File: config.mk
export PLATFORM = sky130hd
export DESIGN_NAME = serial_priority_encoder_16x4
export DESIGN_NICKNAME = d
export VERILOG_FILES = /design/src/rtl/serial_priority_encoder_16x4.sv
export SDC_FILE = /design/constraint.sdc
export NUM_CORES = 1
export LEC_CHECK = 0
export BUFFER_PORTS_ARGS = -buffer_cell sky130_fd_sc_hd__buf_2
export CORE_MARGIN = 2
export CORE_UTILIZATION = 50
export DETAILED_ROUTE_END_ITERATION = 8
export GPL_TIMING_DRIVEN = 0
export PLACE_DENSITY = 0.78
export SLEW_MARGIN = 30
export SYNTH_ARGS = -nofsm -noshare
export SYNTH_HDL_FRONTEND = slang
export SYNTH_SLANG_ARGS = --single-unit
File: constraint.sdc
create_clock -name Clk -period 5.2 [get_ports Clk]
set_clock_uncertainty 0.2 [all_clocks]
set_input_delay 0.52 -clock Clk [delete_from_list [all_inputs] [get_ports Clk]]
set_output_delay 0.52 -clock Clk [all_outputs]
set_load 0.02 [all_outputs]
File: src/rtl/serial_priority_encoder_16x4.sv
// Sequential 16-to-4 priority encoder: captures a request vector and emits the index of every
// set bit, one code per output handshake, in priority order, with a "none" beat for all-zero.
module serial_priority_encoder_16x4 #(
  parameter int unsigned N_LINES    = 16,
  parameter int unsigned CODE_W     = 4,
  parameter bit          HIGH_FIRST = 1'b1
) (
  input  logic              Clk,
  input  logic              Rst,
  input  logic [N_LINES-1:0] Req,
  input  logic              Req_Valid,
  output logic              Req_Ready,
  output logic [CODE_W-1:0] Code,
  output logic              Code_Valid,
  input  logic              Code_Ready,
  output logic              Last,
  output logic              None,
  output logic [CODE_W:0]   Remaining
);

  localparam logic [0:0] StIdle = 1'b0;
  localparam logic [0:0] StSend = 1'b1;

  logic [0:0]         state_q, state_d;
  logic [N_LINES-1:0] pending_q, pending_d;
  logic [CODE_W-1:0]  code_q, code_d;
  logic               last_q, last_d;
  logic               none_q, none_d;
  logic [CODE_W:0]    remaining_q, remaining_d;
  logic [N_LINES-1:0] cleared;
  logic [CODE_W:0]    req_count;

  // The later assignment in the scan wins, so scan direction selects the priority.
  function automatic logic [CODE_W-1:0] prio_idx(input logic [N_LINES-1:0] vec);
    logic [CODE_W-1:0] idx;
    idx = '0;
    if (HIGH_FIRST) begin
      for (int i = 0; i < N_LINES; i++) begin
        if (vec[i]) idx = CODE_W'(i);
      end
    end else begin
      for (int i = N_LINES - 1; i >= 0; i--) begin
        if (vec[i]) idx = CODE_W'(i);
      end
    end
    return idx;
  endfunction

  function automatic logic [CODE_W:0] pop_count(input logic [N_LINES-1:0] vec);
    logic [CODE_W:0] cnt;
    cnt = '0;
    for (int i = 0; i < N_LINES; i++) begin
      cnt = cnt + (CODE_W + 1)'(vec[i]);
    end
    return cnt;
  endfunction

  assign req_count = pop_count(Req);

  always_comb begin
    state_d     = state_q;
    pending_d   = pending_q;
    code_d      = code_q;
    last_d      = last_q;
    none_d      = none_q;
    remaining_d = remaining_q;
    cleared     = pending_q & ~(N_LINES'(1) << code_q);

    case (state_q)
      StIdle: begin
        if (Req_Valid) begin
          state_d   = StSend;
          pending_d = Req;
          if (Req == '0) begin
            code_d      = '0;
            none_d      = 1'b1;
            last_d      = 1'b1;
            remaining_d = '0;
          end else begin
            code_d      = prio_idx(Req);
            none_d      = 1'b0;
            last_d      = (req_count == (CODE_W + 1)'(1));
            remaining_d = req_count;
          end
        end
      end
      default: begin
        if (Code_Ready) begin
          if (last_q) begin
            state_d     = StIdle;
            pending_d   = '0;
            code_d      = '0;
            last_d      = 1'b0;
            none_d      = 1'b0;
            remaining_d = '0;
          end else begin
            // Next index is derived from the already-cleared vector so there is no bubble.
            pending_d   = cleared;
            code_d      = prio_idx(cleared);
            remaining_d = remaining_q - (CODE_W + 1)'(1);
            last_d      = (remaining_q == (CODE_W + 1)'(2));
          end
        end
      end
    endcase
  end

  always_ff @(posedge Clk) begin
    if (Rst) begin
      state_q     <= StIdle;
      pending_q   <= '0;
      code_q      <= '0;
      last_q      <= 1'b0;
      none_q      <= 1'b0;
      remaining_q <= '0;
    end else begin
      state_q     <= state_d;
      pending_q   <= pending_d;
      code_q      <= code_d;
      last_q      <= last_d;
      none_q      <= none_d;
      remaining_q <= remaining_d;
    end
  end

  assign Req_Ready  = (state_q == StIdle) && !Rst;
  assign Code_Valid = (state_q == StSend);
  assign Code       = code_q;
  assign Last       = last_q;
  assign None       = none_q;
  assign Remaining  = remaining_q;

endmodule

# Word-level counts from Yosys, hierarchy flattened
# Cells that the tools add are included.
[classes] addsub=16 mul=0 n_div=0 magnitude_cmp=0 n_eq_ne=4 shifts=1 mux=58 n_bitwise=3 n_reduce_logical=6
[op_table] cell="2-to-1 mux 4 bit" count=33
[op_table] cell="2-to-1 mux 16 bit" count=4
[op_table] cell="adder 5 x 1 -> 5 bit" count=11
[op_table] cell="2-to-1 mux 5 bit" count=5
[op_table] cell="bitwise AND 16 bit" count=1
[op_table] cell="zero test 16 bit" count=1
[op_table] cell="2-to-1 mux 1 bit" count=16
[op_table] cell="inverter 16 bit" count=1
[op_table] cell="left shift 1 x 4 -> 16 bit (first input constant)" count=1
[op_table] cell="adder 4 x 1 -> 5 bit" count=1
[op_table] cell="equality test 5 x 1 -> 1 bit (second input constant)" count=1
[op_table] cell="equality test 5 x 2 -> 1 bit (second input constant)" count=1
[op_table] cell="subtractor 5 x 1 -> 5 bit (second input constant)" count=1
[op_table] cell="adder 3 x 1 -> 4 bit" count=1
[op_table] cell="adder 2 x 1 -> 3 bit" count=1
[op_table] cell="AND reduction 3 bit" count=1
[op_table] cell="adder 1 x 1 -> 2 bit" count=1
[op_table] cell="!= test 2 x 1 -> 1 bit (second input constant)" count=1
[op_table] cell="!= test 2 bit (second input constant)" count=1
[op_table] cell="AND reduction 2 bit" count=1
[op_table] cell="nonzero test 2 bit" count=1
[op_table] cell="logical AND 1 bit" count=1
[op_table] cell="zero test 1 bit" count=1
[op_table] cell="inverter 1 bit" count=1
[totals] reg_bits=28 latchBits=0 ram_bits=0 mem_bits_ro=0 in_bits=20 output_inout_bits=13 elab_cells=94 mem_count=0

# Logic depth before layout (Yosys ltp)
[logic_depth] depth_word=21 depth_mapped=15 depth_no_buf=15

# Worst setup path after synthesis
# OpenSTA, ideal clock, no wires.
[synth_timing] path_type="input -> register" start="input Req[0]" end="register last_q (netlist: Last)" arrival_ps=3746 t_required_ps=4922 setup_slack_ps=1176 path_stages=12 cell_sequence="inv_1 fa_1 fa_1 fa_1 fa_1 inv_1 ha_1 fa_1 or3_1 o21ai_0 a31oi_1 nor3_1"
[synth_via] elab_chain_cells=19
[synth_rtl] element="start, declared" line_no="10" text="input logic [N_LINES-1:0] Req,"
[synth_rtl] element="adder 1 x 1 -> 2 bit" line_no="53" text="cnt = cnt + (CODE_W + 1)'(vec[i]);"
[synth_rtl] element="adder 2 x 1 -> 3 bit" line_no="53"
[synth_rtl] element="adder 3 x 1 -> 4 bit" line_no="53"
[synth_rtl] element="adder 4 x 1 -> 5 bit" line_no="53"
[synth_rtl] element="adder 5 x 1 -> 5 bit (11 in series)" line_no="53"
[synth_rtl] element="equality test 5 x 1 -> 1 bit" line_no="82" text="last_d = (req_count == (CODE_W + 1)'(1));"
[synth_rtl] element="2-to-1 mux 1 bit (*)" line_no="74" text="if (Req == '0) begin"
[synth_rtl] element="2-to-1 mux 1 bit (*)" line_no="71" text="if (Req_Valid) begin"
[synth_rtl] element="2-to-1 mux 1 bit (*)" line_no="69" text="case (state_q)"
[synth_rtl] element="end signal, assigned" line_no="120" text="last_q <= last_d;"
[synth_rtl] element="end, declared" line_no="27" text="logic last_q, last_d;"
# Every way passes the cells marked *; elsewhere a longest branch is shown, timed or not. The select of a mux whose other input is x is not followed.
# A chain may end at the register's enable or synchronous reset.

# Worst setup path after layout
[layout_timing] start="input Req[5]" end="register last_q (netlist: Last)"
[layout_via] elab_chain_cells=15
[layout_rtl] element="adder 5 x 1 -> 5 bit (11 in series)" line_no="53"
[layout_rtl] element="equality test 5 x 1 -> 1 bit" line_no="82"
[layout_rtl] element="2-to-1 mux 1 bit (*)" line_no="74"
[layout_rtl] element="2-to-1 mux 1 bit (*)" line_no="71"
[layout_rtl] element="2-to-1 mux 1 bit (*)" line_no="69"
# Marked as above.

==> metrics.txt <==
# TYPE chip_impl_metric gauge
chip_impl_metric{name="routed-via-count",unit=""} 2403
chip_impl_metric{name="dieArea",unit="µm²"} 5240
chip_impl_metric{name="drt_pre_antenna_iters",unit=""} 5
chip_impl_metric{name="actual_slew_at_the_worst_max_slew_pin",unit="ns"} 0.551
chip_impl_metric{name="globalplace.congestion",unit=""} 0.909
chip_impl_metric{name="dpl.hpwl",unit="µm"} 5040
chip_impl_metric{name="maxCapViolations",unit=""} 0
chip_impl_metric{name="route.detailed.vias_per_inst",unit=""} 6.10
chip_impl_metric{name="nets",unit=""} 381
chip_impl_info{name="grt_setup_unrepaired",value="no"} 1
chip_impl_metric{name="synth.ff_latch_count",unit=""} 27
chip_impl_info{name="hold_path_class",value="reg2reg"} 1
chip_impl_metric{name="proportion_of_register_bits_with_asynchronous_set_or_reset_after_synthesis",unit=""} 0
chip_impl_info{name="ys_top_cells_by_count",value="nor2_1, o21ai_0, inv_1"} 1
chip_impl_metric{name="via_count_of_the_first_global_routing_pass",unit=""} 2244
chip_impl_metric{name="cts_hold_repair.buffers",unit=""} 0
chip_impl_metric{name="rows",unit=""} 24
chip_impl_metric{name="cts_buffers",unit=""} 3
chip_impl_metric{name="count_of_routing_violations_after_the_opening_detailed_route_iteration",unit=""} 199
chip_impl_info{name="clock_tree.root_cell",value="clkbuf_8"} 1
chip_impl_metric{name="cts_resizes",unit=""} 0
chip_impl_metric{name="post_synth.cell_area_avg",unit="µm²"} 7.64
chip_impl_metric{name="post_synth_instance_area",unit="µm²"} 2340
chip_impl_metric{name="area.growth.synth_to_final",unit="%"} 11.6
chip_impl_metric{name="place.detailed.instances",unit=""} 390
chip_impl_metric{name="final_max_slew_viol_count",unit=""} 0
chip_impl_metric{name="finish.cell_count_without_fillers",unit=""} 394
chip_impl_metric{name="route.final.wire_length",unit="µm"} 6450
chip_impl_metric{name="antenna_cells",unit=""} 0
chip_impl_metric{name="num_io_pins",unit=""} 33
chip_impl_metric{name="antenna_found_initial",unit=""} 0
chip_impl_metric{name="cts_buffer_depth",unit=""} 2
chip_impl_metric{name="insertion_delay",unit="ns"} 0.27
chip_impl_metric{name="die-height",unit="µm"} 72.4
chip_impl_metric{name="yosys.cell_types.count",unit=""} 56
chip_impl_metric{name="drtAntennaViolNets",unit=""} 0
chip_impl_metric{name="port-buffer-count",unit=""} 32
chip_impl_info{name="result_of_the_run",value="finished, final reports clean"} 1
chip_impl_metric{name="final_layout_size_suffix_gt1_frac",unit=""} 0.158
chip_impl_info{name="critical_path_class",value="in2reg"} 1
chip_impl_metric{name="path_clk_slew",unit="ns"} 0.10
chip_impl_metric{name="slew_hr",unit=""} 0.632
chip_impl_metric{name="setup_tns",unit="ns"} 0
chip_impl_metric{name="critical_path_arrival",unit="ns"} 4.06
chip_impl_info{name="critical_path.startpoint_type",value="primary input"} 1
chip_impl_metric{name="groute.usage.overall",unit=""} 0.261
chip_impl_metric{name="yosys_warnings",unit=""} 0
chip_impl_metric{name="route.detailed.drc",unit=""} 0
chip_impl_metric{name="die_w",unit="µm"} 72.4
chip_impl_metric{name="irDropWorstVdd",unit="mV"} 0.196
chip_impl_metric{name="timing.final.setup_violations",unit=""} 0
chip_impl_metric{name="synth_edf_count",unit=""} 0
chip_impl_metric{name="timing.critical_path.required",unit="ns"} 5.19
chip_impl_metric{name="synth_cells",unit=""} 306
chip_impl_metric{name="start_util",unit=""} 0.526
chip_impl_info{name="netlist_top_cells_area",value="dfxtp_1, fa_1, o21ai_0, nor2_1, a211oi_1"} 1
chip_impl_metric{name="synth_top_cell_area_share",unit=""} 0.231
chip_impl_metric{name="core-area",unit="µm²"} 4440
chip_impl_metric{name="final.period_utilization",unit=""} 0.782
chip_impl_metric{name="seq_area_frac_synth",unit=""} 0.231
chip_impl_info{name="setup.worst_path.end_class",value="flip-flop"} 1
chip_impl_info{name="yosys.cell_count.top_type",value="nor2_1"} 1
chip_impl_metric{name="cellLeakagePower",unit="µW"} 0.00109
chip_impl_metric{name="grt_first_pass_wirelength",unit="µm"} 10900
chip_impl_metric{name="final.min_clock_period",unit="ns"} 4.06
chip_impl_info{name="cts_tree",value="yes"} 1
chip_impl_metric{name="pin_count_of_the_biggest_net_entering_global_routing",unit=""} 16
chip_impl_metric{name="worstPathMaxFanout",unit=""} 5
chip_impl_metric{name="cts_htree_levels",unit=""} 1
chip_impl_info{name="dominantRegCellSynth",value="dfxtp_1"} 1
chip_impl_info{name="synth_top_cell_by_area",value="dfxtp_1"} 1
chip_impl_metric{name="whs",unit="ns"} 0.287
chip_impl_metric{name="worst-r2r-setup-slack",unit="ns"} 2.80
chip_impl_metric{name="achievable-frequency",unit="MHz"} 246
chip_impl_metric{name="post_cts_buffers",unit=""} 0
chip_impl_metric{name="synth.net_count",unit=""} 344
chip_impl_metric{name="wl_per_cell",unit="µm"} 16.4
chip_impl_metric{name="final-hold-violation-count",unit=""} 0
chip_impl_metric{name="grt_remaining_overflow",unit=""} 0
chip_impl_metric{name="cts_sinks",unit=""} 27
chip_impl_metric{name="p_per_area",unit="nW/µm²"} 324
-- flip-flops by register name, indices dropped and copies added, names as in the netlist --
signal and cells:
pending_q 15, Remaining 5, Code 4, Code_Valid 1, Last 1, None 1
-- cell families after synthesis --
group | count (synthesis) | synth area share
AOI/OAI and AO/OA | 98 | 0.279
xor gates and xnor gates | 3 | 0.0112
adders and majority gates | 18 | 0.128
buffers and inverters | 48 | 0.0845
DFF | 27 | 0.231
muxes | 7 | 0.0321
and+or+nand+nor | 105 | 0.234
-- through the flow --
stage               instance area (µm²)  power, µW  worst slack, ns   util
floorplan                          2340        601             1.18      -
global route                       2610        921             1.00  0.587
detailed placement                 2560        721            0.860  0.577
CTS                                2610        840             1.14  0.587
global placement                   2560        709            0.920  0.577
finish                             2610        846             1.14  0.587
-- cell usage in the layout (no fill, tap or decap), types with 3 or more instances in the layout --
cell,synthesis,routed
o21a_1,5,5
clkbuf_1,10,10
ha_1,8,8
a21o_1,3,3
clkbuf_8,0,3
o311ai_0,3,3
mux2_2,4,4
nor4_1,3,3
dfxtp_1,27,27
a21oi_1,16,16
nor2_1,34,34
mux2i_1,3,3
a31oi_1,3,3
nor3b_1,4,4
nor3_1,8,8
a311oi_1,3,3
buf_2,5,37
nand4_1,3,3
a211oi_1,14,14
nor2b_1,4,4
nand3_1,12,12
nand3b_1,3,3
o22ai_1,3,3
o21ai_0,29,29
inv_1,28,28
nand2_1,13,13
nand2b_1,9,9
fa_1,10,10
-- per-layer routing --
| metal | up-vias | global-route usage | share of wire |
|---|---|---|---|
| met1 | 1113 | 0.365 | 0.45 |
| met4 | 0 | 0.0658 | 0.0037 |
| met2 | 100 | 0.432 | 0.48 |
| met5 | - | 0 | 0 |
| met3 | 6 | 0.0264 | 0.059 |
| li1 | 1184 | - | - |
-- power by group --
part / switching (µW) / internal (µW) / total, µW
clock network: 67.1 / 53.7 / 121
logic: 267 / 189 / 455
registers: 34.5 / 235 / 269
total: 368 / 477 / 846
-- worst max-delay path, cell delays in order --
cell	delay [ns]
buf_2	0.12
inv_1	0.07
fa_1	0.55
fa_1	0.45
fa_1	0.48
fa_1	0.49
inv_1	0.04
ha_1	0.20
fa_1	0.41
or3_1	0.32
o21ai_0	0.09
a31oi_1	0.11
nor3_1	0.20
-- final timing paths --
kind	from	to	cells after the start
worst max register to register	Code[0]	Code[0]	7
worst min register to register	None	None	2
worst max-delay path	Req[5]	Last	13
worst min-delay path	None	None	2
-- final cells by class --
class                      count  area, µm²
inverter                      29        109
clock inverter                 1       5.00
fill                         429       1830
sequential                    27        541
tap                           52       65.1
buffer                        19       88.8
multi-input combinational    231       1600
timing repair buffer          32        160
clock buffer                   3       41.3
Note: power is estimated with default switching activity, not from simulation.
